**src/rtl/fetch_ctrl.sv**
```systemverilog
// Instruction-fetch sequencer: reads opcode/operand from a synchronous ROM at PC,
// issues them to execute over valid/ready, steers the PC for increments and jumps.
module fetch_ctrl #(
  parameter logic [7:0] HALT_OP = 8'h7F,
  parameter logic [7:0] JMP_OP  = 8'h80,
  parameter logic [7:0] JZ_OP   = 8'h81
) (
  input  logic       clk,
  input  logic       reset,
  input  logic       run,
  input  logic [7:0] PC,
  input  logic [7:0] mem_data,
  input  logic       zero_flag,
  input  logic       exec_ready,
  output logic       LOAD_PC,
  output logic       INCR_PC,
  output logic [7:0] ADDR,
  output logic [7:0] ir,
  output logic [7:0] operand,
  output logic       instr_valid,
  output logic       halted,
  output logic [2:0] dbg_state
);

  localparam logic [2:0] IDLE   = 3'd0;
  localparam logic [2:0] FETCH  = 3'd1;
  localparam logic [2:0] LATCH  = 3'd2;
  localparam logic [2:0] DECODE = 3'd3;
  localparam logic [2:0] OPND   = 3'd4;
  localparam logic [2:0] ISSUE  = 3'd5;
  localparam logic [2:0] HALTED = 3'd6;

  logic [2:0] state, state_nxt;
  logic [7:0] addr_q;
  logic       handshake;
  logic       jump_taken;

  // valid/ready: instr_valid is high for the whole of ISSUE with ir/operand frozen;
  // the transfer happens on the rising edge where instr_valid && exec_ready.
  assign handshake   = (state == ISSUE) && exec_ready;
  assign jump_taken  = (ir == JMP_OP) || ((ir == JZ_OP) && zero_flag);

  assign instr_valid = (state == ISSUE);
  assign halted      = (state == HALTED);
  assign INCR_PC     = (state == LATCH) || (state == OPND);
  assign LOAD_PC     = handshake && jump_taken;
  assign ADDR        = LOAD_PC ? operand : addr_q;
  assign dbg_state   = state;

  always_comb begin
    state_nxt = state;
    case (state)
      IDLE:    if (run) state_nxt = FETCH;
      FETCH:   state_nxt = LATCH;
      LATCH:   state_nxt = DECODE;
      DECODE: begin
        if (ir == HALT_OP)  state_nxt = HALTED;
        else if (ir[7])     state_nxt = OPND;
        else                state_nxt = ISSUE;
      end
      OPND:    state_nxt = ISSUE;
      ISSUE:   if (exec_ready) state_nxt = FETCH;
      HALTED:  state_nxt = HALTED;
      default: state_nxt = IDLE;
    endcase
  end

  always_ff @(posedge clk or negedge reset) begin
    if (!reset) begin
      state   <= IDLE;
      ir      <= 8'h00;
      operand <= 8'h00;
      addr_q  <= 8'h00;
    end else begin
      state <= state_nxt;
      if (state == LATCH) ir <= mem_data;
      if (state == DECODE && ir != HALT_OP && !ir[7]) operand <= 8'h00;
      if (state == OPND) operand <= mem_data;
      // ADDR keeps the last jump target once LOAD_PC drops
      if (LOAD_PC) addr_q <= operand;
    end
  end

  assert property (@(posedge clk) disable iff (!reset) !(LOAD_PC && INCR_PC));
  assert property (@(posedge clk) disable iff (!reset)
                   (state == ISSUE && !exec_ready) |=> $stable(PC));

endmodule

```
**config.mk**
```make
export PLATFORM = sky130hd
export DESIGN_NAME = fetch_ctrl
export DESIGN_NICKNAME = d
export VERILOG_FILES = /design/src/rtl/fetch_ctrl.sv
export SDC_FILE = /design/constraint.sdc
export NUM_CORES = 1
export LEC_CHECK = 0
export ABC_AREA = 1
export BUFFER_PORTS_ARGS = -buffer_cell sky130_fd_sc_hd__buf_2
export CORE_MARGIN = 2
export CORE_UTILIZATION = 46
export CTS_CLUSTER_DIAMETER = 50
export DETAILED_ROUTE_END_ITERATION = 10
export PLACE_DENSITY = 0.77
export SLEW_MARGIN = 40
export SYNTH_ARGS = -nofsm -noshare
export SYNTH_HDL_FRONTEND = slang
export SYNTH_SLANG_ARGS = --single-unit
```
**constraint.sdc**
```tcl
create_clock -name clk -period 4.5 [get_ports clk]
set_input_delay 1.125 -clock clk [delete_from_list [all_inputs] [get_ports clk]]
set_output_delay 1.125 -clock clk [all_outputs]
set_load 0.01 [all_outputs]
```
==> flow_summary.ini <==
[timing]
hold_viol = 0
slew_headroom_pct = 61.4
worstMarginPinSlew_ps = 579
slew_violations = 0
rsz0062_at_grt = false
fmax_mhz = 305
setup_violations = 0
timing.final.crit_share_pct = 72.9
fin_crit_ps = 3280
setup_tns_ps = 0
skew_ps = 1.91

[cts]
clk_path_buf_depth = 2
cts_root_buf = clkbuf_4
cts_hold_buf = 0
htree_levels = 1
insertion_delay_ps = 330
cts_tree = done
clock-sinks = 27
clkTransAtPathRegs_ps = 140
cts_resized = 0
cts_setup_buffers = 0
numCtsBuffers = 3

[placement]
place_area_um2 = 1480
io_buffers = 43
place_congestion = 0.817
dp.cells = 205
hpwl_um = 2020

[route]
drtIter0Drc = 29
wl_um = 2630
wire_per_inst_um = 12.6
viasPerCell = 5.02
drc_errors = 0
vias = 1049
ant_nets = 0
dr.pass1.iters = 4

[worst_setup_path]
path_cells = buf_2 > o21ai_0 > nor3_4 > nand2_4 > nand2_1 > nand2_1 > buf_2
crit_path_end_kind = output port
required_ps = 3380
critPathSlowestCell = nor3_4
cp-start-kind = primary input
worstSetupStartpoint = zero_flag
cp_max_fo = 9
criticalPathCategory = in2out
reg2reg_from = dbg_state[2]
slowest_delay_ps = 370
crit_arrival_ps = 2160

[power]
peakVddDrop_mv = 0.380
cellPowerDensity_nw_per_um2 = 610
p_leak_nw = 0.902
fin_total_pwr_w = 0.000916

[layout]
nNetsFinal = 201
fin_cells = 209
final_common_cell = nand2_1
final_area_um2 = 1500
drive_above_1_share_pct = 35.2
utilization_pct = 59.6
n_antenna_cell = 0
area_delta_synth_final_pct = 19.6
layout_common_cells = 45 x nand2_1, 43 x buf_2, 27 x dfrtp_1

[logic_synthesis]
yosys.area_share.simple_pct = 30.9
avgSynthCellArea_um2 = 9.31
synth_mux_area_share_pct = 6.87
yosysSeqAreaShare_pct = 53.8
yosysWarnings = 0
syn_area_um2 = 1260
synth_top_family_by_area = simple AND/OR/NAND/NOR gates
synthCells = 135
synth_xor_area_share_pct = 0
synth-compound-area-share_pct = 3.09
synth_nets = 156
netlist-cell-type-count = 20
synth_fa_ha_area_share_pct = 0
synth.ff_latch_count = 27

[global_route]
antenna_found_initial = 0
grt_overflow = 0
use_met2_pct = 27.1
met3_usage_pct = 3.46
grt_pass1_wl_um = 4510
grt_pass1_vias = 986
grt_max_degree = 28
grt_busiest_layer = met2
grt_usage_pct = 18.2
use_met1_pct = 26.4

[min_path]
hp-class = reg2reg
hp-start = addr_q[1]

[floorplan]
coreArea_um2 = 2520
ios = 52
floorplan.die_area_um2 = 3160
die_x_um = 56.3
die_h_um = 56.3
rows = 18
start_util_pct = 49.8

[flow_run]
drv_cap = 0

[run_status]
status = finished clean
critical path, delay by kind of cell:
family / cells / cell delay [ps]
AND/OR/NAND/NOR: 4 / 680
buffers and inverters: 2 / 210
AO/OA/AOI/OAI: 1 / 140
worst paths after layout:
| check | to | slack, ps | cells past startpoint |
|---|---|---|---|
| setup reg to reg | addr_q[4] | 2920 | 6 |
| min in group asynchronous | addr_q[7] | 770 | 1 |
| hold / removal | addr_q[1] | 480 | 2 |
| setup / recovery | ADDR[4] | 1220 | 7 |
| max in group asynchronous | operand[3] | 3350 | 1 |
| hold reg to reg | addr_q[1] | 480 | 2 |
metal layers:
| layer | share of wire (%) | vias to the layer above |
|---|---|---|
| met3 | 7.4 | 4 |
| met1 | 49 | 477 |
| met5 | 0 | - |
| met4 | 1.2 | 0 |
| met2 | 42 | 41 |
| li1 | - | 527 |
report_power, final:
| part | switching, W | total, W | leakage, nW | internal, W |
|---|---|---|---|---|
| clock | 0.0000721 | 0.000106 | 0.0177 | 0.0000334 |
| combinational | 0.000220 | 0.000396 | 0.541 | 0.000176 |
| sequential | 0.0000902 | 0.000415 | 0.343 | 0.000325 |
| total | 0.000382 | 0.000916 | 0.902 | 0.000534 |
synthesized netlist by cell type:
| library cell | number | area (um2) |
|---|---|---|
| nand2_1 | 45 | 169 |
| dfrtp_1 | 27 | 676 |
| nand3_1 | 18 | 90.1 |
| nor2_1 | 11 | 41.3 |
| inv_1 | 7 | 26.3 |
| mux2_4 | 5 | 75.1 |
| buf_6 | 3 | 33.8 |
| o21ai_0 | 3 | 15.0 |
| a21oi_1 | 2 | 10.0 |
| inv_2 | 2 | 7.51 |
| nand2_2 | 2 | 12.5 |
| nand3_2 | 2 | 20.0 |
| a31oi_1 | 1 | 6.26 |
| and3_1 | 1 | 6.26 |
| mux2_2 | 1 | 11.3 |
| nand2_4 | 1 | 11.3 |
| nor2_4 | 1 | 11.3 |
| nor3_2 | 1 | 10.0 |
| nor3_4 | 1 | 16.3 |
| o21bai_1 | 1 | 7.51 |
per-stage QoR:
stage               setup WS [ps]  hold WS (ps)
finish                       1220           480
global route                 1110           524
CTS                          1220           485
detailed placement           1220           451
global placement             1250           448
floorplan                    1570           500
sequential cells by signal, indices dropped and copies added (netlist names):
name / count
addr_q: 8
ir: 8
operand: 8
dbg_state: 3
cell families after synthesis:
| logic type | Yosys count |
|---|---|
| and+or+nand+nor | 83 |
| DFF | 27 |
| buffers and inverters | 12 |
| AOI/OAI and AO/OA | 7 |
| muxes | 6 |
final cells by class:
type	instances	area, um2
multi-input cells	96	513
inverters	9	33.8
fillers	227	1020
clock inverters	1	5.00
clock buffers	3	22.5
flip-flops and latches	27	676
well taps	30	37.5
repair buffers	43	215
No activity file was read; power rests on OpenSTA's default activity.
